File: config.mk
export PLATFORM = sky130hd
export DESIGN_NAME = fir_filter_mac
export DESIGN_NICKNAME = d
export VERILOG_FILES = /design/src/rtl/fir_pkg.sv /design/src/rtl/fir_round_sat.sv /design/src/rtl/fir_filter_mac.sv
export SDC_FILE = /design/constraint.sdc
export NUM_CORES = 1
export LEC_CHECK = 0
export ABC_AREA = 1
export CAP_MARGIN = 25
export CORE_MARGIN = 2
export CORE_UTILIZATION = 50
export DETAILED_ROUTE_END_ITERATION = 12
export HOLD_SLACK_MARGIN = 0.03
export PLACE_DENSITY_LB_ADDON = 0.05
export SETUP_SLACK_MARGIN = 0.2
export SYNTH_ARGS = -nofsm -noshare
export SYNTH_HDL_FRONTEND = slang
export SYNTH_HIERARCHICAL = 1
export SYNTH_SLANG_ARGS = --single-unit
File: constraint.sdc
create_clock -name clk -period 7.65 [get_ports clk]
set_input_delay 0.765 -clock clk [delete_from_list [all_inputs] [get_ports clk]]
set_output_delay 0.765 -clock clk [all_outputs]
set_load 0.005 [all_outputs]
File: src/rtl/fir_pkg.sv
// Shared types and helpers for the time-multiplexed FIR filter: FSM states,
// output rounding/saturation and coefficient reset values.
package fir_pkg;

    typedef enum logic [1:0] {IDLE, MAC, OUT} state_e;

    // Round-half-up right shift followed by saturation to a signed out_w range.
    // Computed at 64 bits so neither the rounding add nor the bounds overflow.
    function automatic logic signed [63:0] round_sat(
        input logic signed [63:0] acc,
        input int                 shift,
        input int                 out_w
    );
        logic signed [63:0] r;
        logic signed [63:0] hi;
        logic signed [63:0] lo;
        r = acc;
        if (shift > 0) begin
            r = (acc + (64'sd1 <<< (shift - 1))) >>> shift;
        end
        hi = (64'sd1 <<< (out_w - 1)) - 64'sd1;
        lo = -(64'sd1 <<< (out_w - 1));
        if (r > hi) begin
            r = hi;
        end else if (r < lo) begin
            r = lo;
        end
        return r;
    endfunction

    function automatic int coef_reset(input int k);
        return k + 1;
    endfunction

endpackage

File: src/rtl/fir_round_sat.sv
// Combinational output stage: shifts the accumulator with round-half-up and
// clamps it into the signed output range.
module fir_round_sat
    import fir_pkg::*;
#(
    parameter int ACC_W     = 18,
    parameter int OUT_W     = 16,
    parameter int OUT_SHIFT = 0
) (
    input  logic signed [ACC_W-1:0] acc_in,
    output logic signed [OUT_W-1:0] y
);

    logic signed [63:0] acc_ext;

    assign acc_ext = {{(64 - ACC_W){acc_in[ACC_W-1]}}, acc_in};
    assign y       = OUT_W'(round_sat(acc_ext, OUT_SHIFT, OUT_W));

endmodule

File: src/rtl/fir_filter_mac.sv
// Time-multiplexed FIR: one multiply-accumulate iterated over TAPS programmable
// coefficients, with valid/ready on both sides and rounded, saturated output.
module fir_filter_mac
    import fir_pkg::*;
#(
    parameter int DATA_W    = 8,
    parameter int COEF_W    = 8,
    parameter int TAPS      = 4,
    parameter int OUT_W     = 16,
    parameter int OUT_SHIFT = 0
) (
    input  logic                       clk,
    input  logic                       reset_n,
    input  logic                       clear,
    input  logic                       in_valid,
    output logic                       in_ready,
    input  logic signed [DATA_W-1:0]   x_in,
    input  logic                       coef_we,
    input  logic [$clog2(TAPS)-1:0]    coef_addr,
    input  logic signed [COEF_W-1:0]   coef_wdata,
    output logic                       busy,
    output logic                       out_valid,
    input  logic                       out_ready,
    output logic signed [OUT_W-1:0]    y_out
);

    localparam int AW    = $clog2(TAPS);
    localparam int ACC_W = DATA_W + COEF_W + $clog2(TAPS);
    localparam int DP_W  = DATA_W + COEF_W;

    state_e                   state_q, state_d;
    logic signed [DATA_W-1:0] x_q [TAPS];
    logic signed [DATA_W-1:0] x_d [TAPS];
    logic signed [COEF_W-1:0] h_q [TAPS];
    logic signed [COEF_W-1:0] h_d [TAPS];
    logic signed [ACC_W-1:0]  acc_q, acc_d;
    logic [AW-1:0]            i_q, i_d;
    logic signed [OUT_W-1:0]  y_q, y_d, y_rs;
    logic                     out_valid_q, out_valid_d;
    logic signed [DATA_W-1:0] x_sel;
    logic signed [COEF_W-1:0] h_sel;
    logic signed [DP_W-1:0]   prod;
    logic                     accept;
    logic                     addr_ok;
    logic                     coef_ok;

    assign in_ready  = (state_q == IDLE) && !clear;
    assign busy      = (state_q != IDLE);
    assign accept    = in_valid && in_ready;
    assign out_valid = out_valid_q;
    assign y_out     = y_q;

    // A power-of-two tap count makes every address legal.
    generate
        if (TAPS == (1 << AW)) begin : g_addr_full
            assign addr_ok = 1'b1;
        end else begin : g_addr_chk
            assign addr_ok = (int'(coef_addr) < TAPS);
        end
    endgenerate

    assign coef_ok = coef_we && (state_q == IDLE) && !clear && addr_ok;

    assign x_sel = x_q[i_q];
    assign h_sel = h_q[i_q];
    assign prod  = DP_W'(x_sel) * DP_W'(h_sel);

    fir_round_sat #(
        .ACC_W     (ACC_W),
        .OUT_W     (OUT_W),
        .OUT_SHIFT (OUT_SHIFT)
    ) u_round_sat (
        .acc_in (acc_q),
        .y      (y_rs)
    );

    always_comb begin
        state_d     = state_q;
        x_d         = x_q;
        h_d         = h_q;
        acc_d       = acc_q;
        i_d         = i_q;
        y_d         = y_q;
        out_valid_d = out_valid_q;

        if (out_valid_q && out_ready) begin
            out_valid_d = 1'b0;
        end
        if (coef_ok) begin
            h_d[coef_addr] = coef_wdata;
        end

        case (state_q)
            IDLE: begin
                if (accept) begin
                    x_d[0] = x_in;
                    for (int k = 1; k < TAPS; k++) begin
                        x_d[k] = x_q[k-1];
                    end
                    acc_d   = '0;
                    i_d     = '0;
                    state_d = MAC;
                end
            end
            MAC: begin
                acc_d = acc_q + ACC_W'(prod);
                if (i_q == AW'(TAPS - 1)) begin
                    i_d     = '0;
                    state_d = OUT;
                end else begin
                    i_d = i_q + 1'b1;
                end
            end
            OUT: begin
                // A new result may replace one being consumed on this same edge.
                if (!out_valid_q || out_ready) begin
                    y_d         = y_rs;
                    out_valid_d = 1'b1;
                    state_d     = IDLE;
                end
            end
            default: state_d = IDLE;
        endcase

        if (clear) begin
            state_d     = IDLE;
            acc_d       = '0;
            i_d         = '0;
            y_d         = '0;
            out_valid_d = 1'b0;
            for (int k = 0; k < TAPS; k++) begin
                x_d[k] = '0;
            end
        end
    end

    always_ff @(posedge clk or negedge reset_n) begin
        if (!reset_n) begin
            state_q     <= IDLE;
            acc_q       <= '0;
            i_q         <= '0;
            y_q         <= '0;
            out_valid_q <= 1'b0;
            for (int k = 0; k < TAPS; k++) begin
                x_q[k] <= '0;
                h_q[k] <= COEF_W'(coef_reset(k));
            end
        end else begin
            state_q     <= state_d;
            acc_q       <= acc_d;
            i_q         <= i_d;
            y_q         <= y_d;
            out_valid_q <= out_valid_d;
            for (int k = 0; k < TAPS; k++) begin
                x_q[k] <= x_d[k];
                h_q[k] <= h_d[k];
            end
        end
    end

endmodule
* Yosys cells after proc, flatten, opt, wreduce, memory -nomap -nowiden
Index checks and enable logic that the tools add are counted.
Storage, ports and cells: logic and storage cells 82, input bits 24, output and inout bits 19, register bits after elaboration 103
Cells by class: order comparisons 5, reduce and logical (&&, ||, !) cells 20, eq/ne operators 6, $add $sub $neg 2, multipliers 1, muxes and demuxes 33, bitwise operators 2
Operator list (count):
- two-way mux 32 bit | 3
- two-way mux 16 bit | 5
- two-way mux 8 bit | 5
- two-way mux 18 bit | 2
- one-hot mux 18 bit (2 select lines) | 1
- binary-select mux 8 bit (select 2 bit) | 2
- bitwise mux 32 bit | 1
- adder 18 x 16 -> 18 bit | 1
- > comparator 18 x 16 -> 1 bit, second input constant | 1
- < comparator 18 x 16 -> 1 bit, second input constant | 1
- demux 8 bit (select 2 bit) | 1
- multiplier 8 x 8 -> 16 bit | 1
- two-way mux 2 bit | 7
- nonzero test 2 bit | 5
- inequality test 3 bit, second input constant | 3
- >= comparator 3 bit, second input constant | 2
- logical AND 1 bit | 6
- inverter 2 -> 3 bit | 2
- one-hot mux 2 bit (3 select lines) | 1
- AND reduction 2 bit | 3
- equality test 2 bit, second input constant | 2
- two-way mux 1 bit | 4
- one-hot mux 2 bit (2 select lines) | 1
- < comparator 3 x 1 -> 1 bit, second input constant | 1
- 7 further kinds | 8

* Logic depth before layout (Yosys ltp)
Gate-level depths: netlist of run 1.
word-level depth 8, mapped depth 28

* Hierarchy
Netlist of run 1, hierarchy kept.
Modules (own cells, without submodules):
- fir_filter_mac | instances 1, area an instance 7897.6 µm², cells an instance 901, sequential area each 2583.7 µm²
- fir_round_sat | instances 1, area an instance 193.9 µm², cells an instance 36, sequential area each 0.0 µm²

* Least setup slack after synthesis of run 1
Ideal clock, no wire load.
path kind register to register, from reg i_q[0], to reg acc_q[17], setup slack 2.112 ns, period minus slack after synthesis 5.538 ns, required time 7.533 ns, library setup time 0.117 ns, cell stages (with the launch flop) 24, data arrival time 5.420 ns, cell sequence dfrtp_1 > buf_6 > buf_6 > buf_2 > o21ai_0 > nand2_1 > nor2_1 > inv_1 > fa_1 > inv_1 > fa_1 > fa_1 > fa_1 > fa_1 > ha_1 > nand2_1 > nor2_1 > nand2_1 > nand3_1 > nand2_1 > nand2_1 > nand3_1 > nand3_1 > nand2_1
On the way: longest elaborated chain between the ends 8, elaborated cells on any way between the ends 11, those cells by class add/sub: 1; mul: 1; mux: 8; bitwise: 1
RTL lines:
- start: declaration | line fir_filter_mac.sv:37 | logic [AW-1:0] i_q, i_d;
- start signal: assignment | line fir_filter_mac.sv:151 | i_q <= i_d;
- inverter 2 -> 3 bit (implied by the code) * | line fir_filter_mac.sv:64, fir_filter_mac.sv:65
- binary-select mux 8 bit (select 2 bit) (on tied branches) | line fir_filter_mac.sv:64, fir_filter_mac.sv:65
- two-way mux 8 bit (on tied branches) (2 in series) | line fir_filter_mac.sv:64, fir_filter_mac.sv:65
- multiplier 8 x 8 -> 16 bit * | line fir_filter_mac.sv:66 | assign prod = DP_W'(x_sel) * DP_W'(h_sel);
- adder 18 x 16 -> 18 bit * | line fir_filter_mac.sv:106 | acc_d = acc_q + ACC_W'(prod);
- one-hot mux 18 bit (2 select lines) * | line fir_filter_mac.sv:93 | case (state_q)
- two-way mux 18 bit * | line fir_filter_mac.sv:125 | if (clear) begin
- end signal: assignment | line fir_filter_mac.sv:140 | acc_q <= '0;
- end signal: assignment | line fir_filter_mac.sv:150 | acc_q <= acc_d;
- end: declaration | line fir_filter_mac.sv:36 | logic signed [ACC_W-1:0] acc_q, acc_d;
Every way passes the cells marked *; elsewhere a longest branch is shown, timed or not. The select of a mux whose other input is x is not followed. A chain may end at the register's enable or synchronous reset.

* Worst setup path in the final report of run 1
from reg i_q[1], to reg acc_q[14]
Same word-level chain as after synthesis.

==> results of run 1 <==
[power groups by stage]
stage / clock network, mW / registers (mW) / logic, mW
after floorplan: 0 / 0.696 / 1.75
after global placement: 0 / 0.707 / 2.28
after CTS: 0.480 / 0.700 / 2.32
after global routing: 0.502 / 0.714 / 2.69
final: 0.469 / 0.699 / 2.30
after detailed placement: 0 / 0.710 / 2.27
[synth_stat cells, types with 2 or more instances]
library cell                 n  share of area [%]
sky130_fd_sc_hd__inv_1     202                9.4
sky130_fd_sc_hd__nand2_1   184                8.5
sky130_fd_sc_hd__dfrtp_1    98                 30
sky130_fd_sc_hd__fa_1       80                 20
sky130_fd_sc_hd__nor2_1     75                3.5
sky130_fd_sc_hd__o21ai_0    63                3.9
sky130_fd_sc_hd__ha_1       43                6.6
sky130_fd_sc_hd__nand3_1    41                2.5
sky130_fd_sc_hd__a21oi_1    30                1.9
sky130_fd_sc_hd__mux2_2     20                2.8
sky130_fd_sc_hd__o22ai_1    19                1.5
sky130_fd_sc_hd__buf_2      13               0.80
sky130_fd_sc_hd__a32oi_1    12                1.3
sky130_fd_sc_hd__clkbuf_1    8               0.37
sky130_fd_sc_hd__dfstp_2     5                1.6
sky130_fd_sc_hd__nand2_2     5               0.39
sky130_fd_sc_hd__nor3_4      4               0.80
sky130_fd_sc_hd__buf_6       3               0.42
sky130_fd_sc_hd__a32o_1      2               0.25
sky130_fd_sc_hd__and2_1      2               0.15
sky130_fd_sc_hd__buf_4       2               0.19
sky130_fd_sc_hd__inv_2       2              0.093
sky130_fd_sc_hd__mux2_1      2               0.28
sky130_fd_sc_hd__nand2_4     2               0.28
sky130_fd_sc_hd__nand4_1     2               0.15
sky130_fd_sc_hd__nor2_4      2               0.28
sky130_fd_sc_hd__or2_2       2               0.15
[flip-flops by register name, indices dropped and copies added, names as in the netlist]
signal     cells
acc_q         18
out_valid      1
i_q            2
y_out         16
x_q           32
h_q           32
state_q        2
[layer usage]
metal	vias to the layer above	GRT usage (%)	wire length (um)
met4	0	4.65	195
met3	14	3.51	836
li1	2974	-	-
met5	-	0	0
met1	2916	33.4	8600
met2	138	34.0	7780
[area by class of cell]
type | count | area (um^2) | share of cell area [%]
multi-input cells | 602 | 4580 | 51.0
flip-flops and latches | 103 | 2580 | 28.8
inverters | 205 | 769 | 8.57
repair buffers | 47 | 463 | 5.16
well taps | 216 | 270 | 3.01
clock buffers | 9 | 225 | 2.51
clock inverters | 7 | 88.8 | 0.989
[cell families (layout without fill, tap and decap cells)]
group	after synthesis	count (layout)	share of synthesized area, %
and+or+nand+nor	320	320	16.9
xor gates and xnor gates	2	2	0.217
adders and majority gates	123	123	26.4
AOI/OAI and AO/OA	135	135	9.96
DFF	103	103	31.9
muxes	22	22	3.06
buffers and inverters	232	268	11.5
[per-stage QoR]
| step | setup WS, ps | util, % | instances | power (mW) | area (um^2) |
|---|---|---|---|---|---|
| floorplan | 2110 | - | 937 | 2.45 | 8090 |
| global placement | 1710 | 54.6 | 1172 | 2.99 | 8650 |
| detailed placement | 1650 | 54.6 | 1172 | 2.98 | 8650 |
| CTS | 1620 | 56.6 | 1188 | 3.50 | 8960 |
| global route | 1160 | 56.7 | 1189 | 3.91 | 8980 |
| finish | 1620 | 56.7 | 1189 | 3.46 | 8980 |
[worst max-delay path by stage]
stage	endpoint	slack, ps	cells after the start
after detailed placement	acc_q[17]	1650	23
after global routing	acc_q[17]	1160	23
after floorplan	acc_q[17]	2110	23
final	acc_q[14]	1620	25
after CTS	acc_q[17]	1620	23
after global placement	acc_q[17]	1710	23
[worst max-delay path: stages, from the launching register on]
cell,delay (ps)
sky130_fd_sc_hd__dfrtp_1,430
sky130_fd_sc_hd__inv_1,710
sky130_fd_sc_hd__a21oi_1,80
sky130_fd_sc_hd__a32oi_1,690
sky130_fd_sc_hd__nand2_1,180
sky130_fd_sc_hd__fa_1,550
sky130_fd_sc_hd__inv_1,50
sky130_fd_sc_hd__fa_1,460
sky130_fd_sc_hd__ha_1,300
sky130_fd_sc_hd__inv_1,50
sky130_fd_sc_hd__fa_1,520
sky130_fd_sc_hd__inv_1,40
sky130_fd_sc_hd__ha_1,270
sky130_fd_sc_hd__ha_1,250
sky130_fd_sc_hd__inv_1,80
sky130_fd_sc_hd__fa_1,400
sky130_fd_sc_hd__inv_1,100
sky130_fd_sc_hd__nand3_1,70
sky130_fd_sc_hd__nand2_1,140
sky130_fd_sc_hd__nand3_1,90
sky130_fd_sc_hd__nand2_1,110
sky130_fd_sc_hd__nand2_1,80
sky130_fd_sc_hd__nand2_1,60
sky130_fd_sc_hd__nand2_1,40
sky130_fd_sc_hd__nand3_1,70
sky130_fd_sc_hd__nand2_1,60
==> results.md, run 1 <==
- The final route contains 6,042 vias.
- In this run, synthesis inferred 0 flip-flops with an integrated enable.
- When the netlist entered floorplanning its net count stood at 1,084.
- Counting distinct cell types in the post-synthesis netlist gives 41.
- The worst hold-check path type is in2async.
- Measured along the y axis, the die boundary spans 131 um.
- The post-layout net count is 1,115.
- The required time reported for the critical path endpoint is 7890 ps.
- STA classifies the critical path endpoint as a register.
- The worst pin sits at a relative slew slack of 37.1%.
- Clock-pin slew was measured on the worst setup and hold paths at 80 ps.
- The number of top-level pins is 43.
- The number of antenna violations at the first check in global routing is 0.
- The worst setup path is of the reg2reg kind.
- The number of cells on the worst reg-to-reg path is 25.
- The total number of H-tree levels is 3.
- For this run, the total global-route usage over all layers was measured as 22.1%.
- The worst register-to-register path ends at acc_q[14].
- The post-CTS setup repair buffer count is 0.
- The tightest hold path in the finished design has a slack of 357 ps.
- The final layout contains routed wiring with a total length of 17.4 mm.
- The largest net degree at the start of global routing is 65.
- The leftover overflow at the end of global routing is 0.
- The share of cells above drive strength 1 is 7.19%.
- The floorplan step defined a die boundary enclosing 17,200 um^2.
- The final hold violation count was 0.
- The launch point of the worst reg-to-reg path is i_q[1].
- The run finished with clean final reports.
- The worst path uses 78.8% of the clock period.
- The detailed router finished its first iteration with 290 violations.
- Routability-driven placement finished with a final weighted congestion of 0.899.
- The effective utilization at floorplan is 51.1%.
- The worst setup path startpoint is i_q[1].
- For this design, the sink count on the clock tree is 103.
- For the pin with the worst max-slew slack, the measured transition is 942 ps.
- In this run the worst path has a maximum fanout of 30.
- The worst register-to-register path has a setup slack of 1620 ps.
- Compared with the post-synthesis result, the final layout area differs by 11.0%.
- Sequential cells account for 20.2% of the total power.
- The dominant synthesized flop cell is sky130_fd_sc_hd__dfrtp_1.
- The clock tree from TritonCTS is built.
- The root cell of the clock tree is sky130_fd_sc_hd__clkbuf_16.
- The placed wire-length estimate is 13.6 mm.
- The iteration count of the initial detailed-routing pass is 7.
- The switching fraction of total power is 49.3%.
- After synthesis, the share of flip-flops with an asynchronous set or reset is 100%.
- The accumulated negative setup slack is 0 ps.
- The number of gates resized after cts is 0.
- The number of cells produced by synthesis is 937.
- The clock share of power is 13.5%.
- Once detail routing completed, the nets flagged for antenna violations numbered 0.
- The internal portion of total power is 1.76 mW.
- Setup violations remaining at the end of the flow were counted as 0.
- Clock skew on the completed layout was measured at 15.2 ps.
- The clock passes through at most 2 buffers.
- In this run the mean area of a mapped cell was 8.64 um^2.
- The clock period could shrink to 6030 ps.
- The flip-flop and latch count after synthesis is 103.
- The number of warnings reported in the yosys synthesis log is 6.
- The number of global-route vias before repair was 6,016.
- The power density of the placed cells is 386 nW/um^2.
- The number of CTS-inserted buffers is 9.
- The total area inside the core boundary comes to 15,800 um^2.
- Timing would allow up to 166 MHz.
- Per report_power, the combinational group accounts for 66.3% of the total.
- The worst-case vdd ir drop is 298 uV.
- Summing the sequential cell areas from Yosys gives 31.9% of the chip area.
- The number of slew-limit violations in the final report is 0.
- The first global-routing pass estimated 30.6 mm of wire.
- The number of hold buffers added after cts is 0.
- The combined area of all synthesized cells is 8090 um^2.
- The max-capacitance violation count is 0.
- The arrival time at the worst endpoint is 6270 ps.
- In this run the static leakage power is 4.49 nW.
- Counting the fill cells in the layout gives 1,469.
- In the layout the commonest cells are 202 x sky130_fd_sc_hd__inv_1, 184 x sky130_fd_sc_hd__nand2_1, 98 x sky130_fd_sc_hd__dfrtp_1.
- In the routed design, unresolved DRC markers number 0.
- After detailed routing, the number of vias per cell comes to 5.08.
- The clock reaches the later pin of the worst-skew pair after 360 ps.
- Port buffering added 42 buffers.
- From left edge to right edge, the die measures 131 um.
- Setup repair after global routing left no endpoint under its margin.
- The switching power is 1.71 mW.
- The row count is 46.
- The sort of element at the start of the critical path is a register.
- The repair_antennas step left the layout with diodes totalling 0.
- In the final routed layout, each cell accounts on average for 14.6 um.
- The leading cell type in the layout, fill and taps excluded is sky130_fd_sc_hd__inv_1.
No activity file was read; power rests on OpenSTA's default activity.
==> run 2, diff against run 1 <==
Clock period 7.65 ns to 5.3 ns, I/O delays scaled along.
==> run 2 against run 1 <==
Net effect: core utilization is 8.9 points higher; final cell count is 6.3% higher; register-to-register slack worse by 1400 ps; non-clock buffer count is 75 higher; hold slack worse by 200 ps; global-route usage is 1.7 points higher; largest power group unchanged; highest routed layer unchanged.
==> results.md, run 2 (synthesized netlist as in run 1, its figures left out) <==
- The row count is 46 (unchanged).
- The number of antenna violations at the first check in global routing is 0 (unchanged).
- The clock transition at the registers of the reported paths is 70 ps (about the same).
- The total area of multi-input combinational cells is 5240 um^2 (+14%).
- The total non-filler cell area in the finished layout was 10,400 um^2 (+16%).
- The violation count after the first detailed-route iteration was 368 (+27%).
- The worst register-to-register path ends at acc_q[10].
- The number of global-route vias before repair is 6,284 (+4.5%).
- The number of top-level pins came to 43 (unchanged).
- The post-layout net count came to 1,190 (+6.7%).
- The actual transition at the worst max-transition pin was 882 ps (-60.7 ps).
- The effective utilization at floorplan came to 51.1% (unchanged).
- The number of inserted filler cells in the final layout came to 1,319 (-10%).
- The root cell of the clock tree is sky130_fd_sc_hd__clkbuf_16.
- The maximum root-to-sink buffer count is 2 (unchanged).
- The worst-case vdd ir drop is 693 uV (+130%).
- The internal portion of total power came to 4.16 mW (+140%).
- TritonCTS built the clock tree.
- The all-layer global routing usage was 23.8% (+1.7 points).
- The combinational share of power is 78.2% (+12 points).
- The iteration count of the initial detailed-routing pass is 4 (-3).
- The pre-CTS worst setup slack is 131 ps (-1520 ps).
- The worst slew margin relative to its limit is 41.1% (+4.0 points).
- The number of sinks driven by the clock tree is 103 (unchanged).
- The worst setup path is launched from a register.
- The post-layout minimum cycle time is 5080 ps (-943 ps).
- The height of the die was 131 um (unchanged).
- The share of cells above drive strength 1 is 24.6% (+17 points).
- The die footprint was 17,200 um^2 (unchanged).
- The largest net degree at the start of global routing was 62 (-4.6%).
- The number of antenna-violating nets in the routed design is 0 (unchanged).
- The placed wire-length estimate is 13.9 mm (+2.6%).
- The capturing element type of the critical path is a register.
- The largest stage delay on the critical path is 590 ps (-120 ps).
- The wire length of the first global-routing pass is 32.5 mm (+6.4%).
- The worst hold-check path type is in2async.
- The total inserted antenna cells is 0 (unchanged).
- The latest clock arrival within the worst-skew pair is 360 ps (about the same).
- The part of the power in registers is 13.2% (-7.0 points).
- The leakage power is 4.96 nW (+10%).
- The required time reported for the critical path endpoint was 5540 ps (-2350 ps).
- The core outline area is 15,800 um^2 (unchanged).
- The worst register-to-register path begins at i_q[0].
- The reg2reg setup slack is 220 ps (-1410 ps).
- The run finished with clean final reports.
- The area used by sequential logic in the layout was 2580 um^2 (about the same).
- The number of DRC violations after detailed routing is 0 (unchanged).
- The global placer's final weighted congestion is 0.881 (-2.0%).
- The clock share of power is 8.6% (-4.9 points).
- The number of hold buffers added after cts is 0 (unchanged).
- The placed standard-cell area is 9070 um^2 (+4.9%).
- The maximum frequency from static timing analysis is 197 MHz (+19%).
- The ratio of routed vias to standard cells came to 5.06 (-0.39%).
- The count of input and output buffers was 42 (unchanged).
- The largest registers in the layout are h_q (32), x_q (32), acc_q (18).
- The count of vias placed by the detailed router was 6,398 (+5.9%).
- The max-capacitance violation count is 0 (unchanged).
- The number of slew-limit violations in the final report is 0 (unchanged).
- The leftover overflow at the end of global routing is 0 (unchanged).
- The relative area change from synthesis to final layout is 28.3%.
- Leaving out fill and tap cells, the most frequent cell in the layout is sky130_fd_sc_hd__inv_1.
- The signal on the critical path passes through buf_6 -> bufbuf_16 -> nor2_1 -> inv_1 -> a32oi_1 -> buf_4 -> inv_1 -> buf_4 -> nor2_4 -> fa_1 -> fa_1 -> fa_2 -> fa_1 -> ha_4 -> ha_4 -> nand2_1 -> inv_2 -> nand4_1 -> o211ai_1 -> nand2_1 -> nand2_1 -> o21ai_1.
- The arrival time at the worst endpoint is 5330 ps (-940 ps).
- Among all stages on the critical path, the largest delay is contributed by sky130_fd_sc_hd__fa_2.
- In the layout the commonest cells are 185 x sky130_fd_sc_hd__inv_1, 163 x sky130_fd_sc_hd__nand2_1, 97 x sky130_fd_sc_hd__dfrtp_1.
- Setup repair after global routing could not meet its margin everywhere.
- The post-route worst setup slack was 216 ps (-1410 ps).
- The switching fraction of total power is 45.7% (-3.7 points).
- The total number of H-tree levels is 3 (unchanged).
- The final hold violation count is 0 (unchanged).
- The share of the clock period used by the worst path after layout is 95.9% (+17 points).
- The count of endpoints failing setup in the final report is 0 (unchanged).
- The setup clock skew after layout is 9.02 ps (-6.14 ps).
- The width of the chip is 131 um (unchanged).
- The number of cells on the worst reg-to-reg path came to 22 (-12%).
- The total wire length was 19.6 mm (+13%).
- The maximum net fanout on the critical path is 10 (-67%).
- The number of CTS-inserted buffers is 9 (unchanged).
- The worst hold slack came to 158 ps (-199 ps).
- The critical path start-end classification is reg2reg.
- The accumulated negative setup slack came to 0 ps (unchanged).
- The routed length per placed instance is 15.5 um (+6.1%).
- The switching power is 3.50 mW (+100%).
- The power density of the placed cells is 738 nW/um^2 (+91%).
==> run 2: cell count changes in the layout (fill, tap and decap cells not counted), moves of 13 or more <==
| cell | change |
|---|---|
| sky130_fd_sc_hd__inv_1 | -17 |
| sky130_fd_sc_hd__nand2_1 | -21 |
| sky130_fd_sc_hd__ha_4 | +21 |
| sky130_fd_sc_hd__inv_2 | +14 |
| sky130_fd_sc_hd__buf_4 | +54 |
| sky130_fd_sc_hd__nor2_1 | -16 |
| sky130_fd_sc_hd__ha_1 | -22 |
| sky130_fd_sc_hd__buf_6 | +13 |
| sky130_fd_sc_hd__nand2_2 | +16 |
==> run 2: worst max-delay path: cells and delay by family, from the launching register on <==
| family | cells | cell delay [ps] |
|---|---|---|
| adders and majority gates | 6 | 2580 |
| buffers and inverters | 7 | 980 |
| and+or+nand+nor | 6 | 570 |
| DFF | 1 | 430 |
| AOI/OAI and AO/OA | 3 | 400 |
==> run 2: how the worst max path moves through the flow <==
stage	start	end	slack, ps
finish	i_q[0]	acc_q[10]	220
global route	i_q[0]	acc_q[10]	30
CTS	i_q[0]	acc_q[17]	180
detailed placement	i_q[1]	acc_q[17]	130
global placement	i_q[1]	acc_q[13]	180
floorplan	i_q[0]	acc_q[17]	200
==> run 2: cell type report <==
type,instances,area share [%]
clock buffer,11,2.34
clock inverter,5,0.494
inverter,205,7.50
multi-input combinational,602,50.4
sequential,103,24.9
tap,216,2.60
timing repair buffer,122,11.7
==> run 2: metrics by stage <==
stage               util (%)  power, mW  cells
floorplan                  -       3.57    937
global placement        57.3       4.93   1218
detailed placement      57.3       4.93   1218
CTS                     61.7       6.37   1243
global route            65.6       8.32   1264
finish                  65.6       7.66   1264
==> run 2: metal layers <==
| metal | part of all wire (%) | vias up | track usage, % |
|---|---|---|---|
| met1 | 48 | 3115 | 34.9 |
| li1 | - | 3132 | - |
| met4 | 1.6 | 0 | 6.94 |
| met2 | 46 | 133 | 36.3 |
| met5 | 0 | - | 0 |
| met3 | 4.5 | 18 | 4.44 |
==> run 2: power groups by stage <==
stage               clock network [mW]  logic (mW)  registers (mW)
floorplan                            0        2.57            1.00
global placement                     0        3.90            1.02
detailed placement                   0        3.90            1.03
CTS                              0.678        4.68            1.01
global route                     0.715        6.58            1.03
finish                           0.660        5.99            1.01
==> run 2: what timing repair did <==
action | 4_1_cts | 5_1_grt
pin swaps | 21 | 75
setup buffers | 6 | 18
gates resized for setup | 49 | 108
gates cloned | 3 | 2
endpoints found under the setup margin | 8 | 11
==> run 3, diff against run 2 <==
Settings changed: CAP_MARGIN 25 to 20, CELL_PAD_IN_SITES_DETAIL_PLACEMENT set to 0, CELL_PAD_IN_SITES_GLOBAL_PLACEMENT set to 1, CORE_UTILIZATION 50 to 43, PLACE_DENSITY set to 0.88, PLACE_DENSITY_LB_ADDON 0.05 to unset.
==> run 3 against run 2 <==
Net effect: worst setup slack worse by 27 ps; final cell count is 1.1% higher; core utilization is 11 points lower; via count is 0.88% higher; hold slack better by 37 ps; design area is 2.5% lower; combinational power is 13% lower; first-iteration DRC count is 19% higher; clock skew is 3.9 ps higher.
==> results.md, run 3 (synthesized netlist as in run 1, its figures left out) <==
- The flow ran to the end, and the final reports show no timing, DRC or antenna violations.
- The arrival time at the worst endpoint is 5370 ps (+40 ps).
- The count of vias placed by the detailed router is 6,454 (+0.88%).
- The count of endpoints failing setup in the final report was 0 (unchanged).
- The critical path is of the reg2reg type.
- The path class of the tightest hold or removal check is in2async.
- The top cell types in the final layout, fill and taps aside, are 191 x sky130_fd_sc_hd__inv_1, 171 x sky130_fd_sc_hd__nand2_1, 97 x sky130_fd_sc_hd__dfrtp_1.
- The total number of H-tree levels is 3 (unchanged).
- The row count was 50 (+8.7%).
- The ratio of routed vias to standard cells is 5.05 (-0.23%).
- The number of cells on the worst reg-to-reg path came to 24 (+9.1%).
- The placed wire-length estimate came to 14.0 mm (+0.49%).
- The post-route worst setup slack is 189 ps (-27.4 ps).
- The number of top-level pins came to 43 (unchanged).
- The non-filler instance count after layout is 1,278 (+1.1%).
- The number of global-route vias before repair is 6,428 (+2.3%).
- The power density of the placed cells is 686 nW/um^2 (-7.1%).
- The largest net degree at the start of global routing was 54 (-13%).
- The pre-CTS worst setup slack is -51.4 ps (-182 ps).
- The number of antenna-violating nets in the routed design is 0 (unchanged).
- The number of hold buffers added after cts is 0 (unchanged).
- The clock tree from TritonCTS is built.
- The worst-case vdd ir drop is 624 uV (-9.9%).
- The maximum root-to-sink buffer count is 2 (unchanged).
- The actual transition at the worst max-transition pin is 826 ps (-55.6 ps).
- The leftover overflow at the end of global routing came to 0 (unchanged).
- The count of input and output buffers was 42 (unchanged).
- The slowest stage of the critical path is the sky130_fd_sc_hd__fa_1 cell.
- The die footprint came to 19,900 um^2 (+16%).
- The final cell utilization of the core is 54.5% (-11 points).
- The number of antenna violations at the first check in global routing is 0 (unchanged).
- The max-capacitance violation count came to 0 (unchanged).
- The share of cells above drive strength 1 is 21.2% (-3.4 points).
- The accumulated negative setup slack is 0 ps (unchanged).
- The latest clock arrival within the worst-skew pair is 370 ps (about the same).
- The share of the clock period used by the worst path after layout is 96.4% (+0.52 points).
- The number of CTS-inserted buffers is 9 (unchanged).
- The core outline area came to 18,600 um^2 (+17%).
- Leaving out fill and tap cells, the most frequent cell in the layout is sky130_fd_sc_hd__inv_1.
- The launch point of the worst reg-to-reg path is i_q[0].
- The total inserted antenna cells is 0 (unchanged).
- The effective utilization at floorplan is 43.5% (-7.6 points).
- The leakage power is 4.90 nW (-1.1%).
- The violation count after the first detailed-route iteration came to 439 (+19%).
- The clock transition at the registers of the reported paths is 80 ps (about the same).
- The routed length per placed instance is 15.2 um (-2.5%).
- The worst setup path is captured at a register.
- The worst hold slack is 196 ps (+37.4 ps).
- The number of DRC violations after detailed routing is 0 (unchanged).
- The largest stage delay on the critical path came to 570 ps (-20 ps).
- The global placer's final weighted congestion was 0.911 (+3.4%).
- The post-layout net count is 1,186 (-0.34%).
- The total wire length was 19.4 mm (-1.4%).
- The number of sinks driven by the clock tree came to 103 (unchanged).
- The width of the chip is 141 um (+7.6%).
- The iteration count of the initial detailed-routing pass is 5 (+1).
- The worst slew margin relative to its limit is 44.8% (+3.7 points).
- The placed standard-cell area is 9150 um^2 (+0.85%).
- Setup repair after global routing could not meet its margin everywhere.
- The post-route total power is 6.95 mW (-9.4%).
- The final hold violation count came to 0 (unchanged).
- The post-layout minimum cycle time was 5110 ps (+27.4 ps).
- The most prevalent standard cell on the critical path is sky130_fd_sc_hd__fa_1.
- The all-layer global routing usage was 20.1% (-3.7 points).
- The maximum frequency from static timing analysis was 196 MHz (-0.54%).
- The maximum net fanout on the critical path is 5 (-5).
- The total instance count after detailed placement is 1,244 (+2.1%).
- The height of the die is 141 um (+7.6%).
- The wire length of the first global-routing pass is 31.8 mm (-2.2%).
- The setup clock skew after layout is 12.9 ps (+3.85 ps).
- The root buffer cell chosen for the clock tree is sky130_fd_sc_hd__clkbuf_16.
- Traced cell by cell, the critical path runs through buf_12 -> buf_16 -> nor2_4 -> inv_2 -> a32oi_1 -> buf_4 -> buf_12 -> buf_12 -> nand2_4 -> fa_1 -> inv_1 -> fa_1 -> fa_1 -> fa_1 -> fa_1 -> ha_4 -> nand2_4 -> nor2_4 -> buf_6 -> nand3_2 -> nand3b_1 -> a21oi_1 -> o21ai_1 -> nand2_1.
- The sort of element at the start of the critical path is a register.
- The relative area change from synthesis to final layout is 25.1%.
- The required time reported for the critical path endpoint is 5560 ps (+20 ps).
- The largest registers in the layout are h_q (32), x_q (32), acc_q (18).
- Tracing the worst setup path back leads to its startpoint at i_q[0].
- The total non-filler cell area in the finished layout is 10,100 um^2 (-2.5%).
- The number of slew-limit violations in the final report was 0 (unchanged).
run 3: worst paths after layout:
check	end	slack (ps)
worst max-delay path	acc_q[13]	190
worst max register to register	acc_q[13]	190
min in group clk	x_q[6]	490
worst min-delay path	x_q[19]	200
worst min register to register	x_q[6]	490
max in group asynchronous	i_q[0]	3940
run 3: layout make-up:
type	count	area, um^2
Sequential cell	103	2580
Timing Repair Buffer	118	1140
Clock inverter	7	83.8
Fill cell	1586	8460
Tap cell	234	293
Multi-Input combinational cell	602	5030
Inverter	205	771
Clock buffer	9	225
run 3: report_power, final:
group	total, mW	internal (mW)	leakage (nW)	switching, mW
combinational	5.24	2.50	3.40	2.74
sequential	1.01	0.927	1.35	0.0828
clock	0.694	0.339	0.151	0.355
total	6.95	3.77	4.90	3.18
run 3: routing by layer:
layer | track usage [%] | up-vias | part of all wire [%]
li1 | - | 3114 | -
met2 | 32.8 | 127 | 50
met3 | 3.16 | 28 | 4.0
met4 | 6.74 | 0 | 1.9
met1 | 27.5 | 3185 | 44
met5 | 0 | - | 0
run 3: repair_timing:
item | in CTS | in global routing
buffers inserted | 10 | 5
cloned | 2 | 1
gates resized for setup | 33 | 67
hold endpoints to repair | 0 | 0
pin swaps | 14 | 52
setup endpoints to repair | 10 | 10
run 3: critical path: cells and delay by family (launching register included):
family,cells,cell delay [ps]
fa+ha+maj,6,2780
simple gates,7,580
flops,1,460
compound gates,3,350
buf+inv,8,830
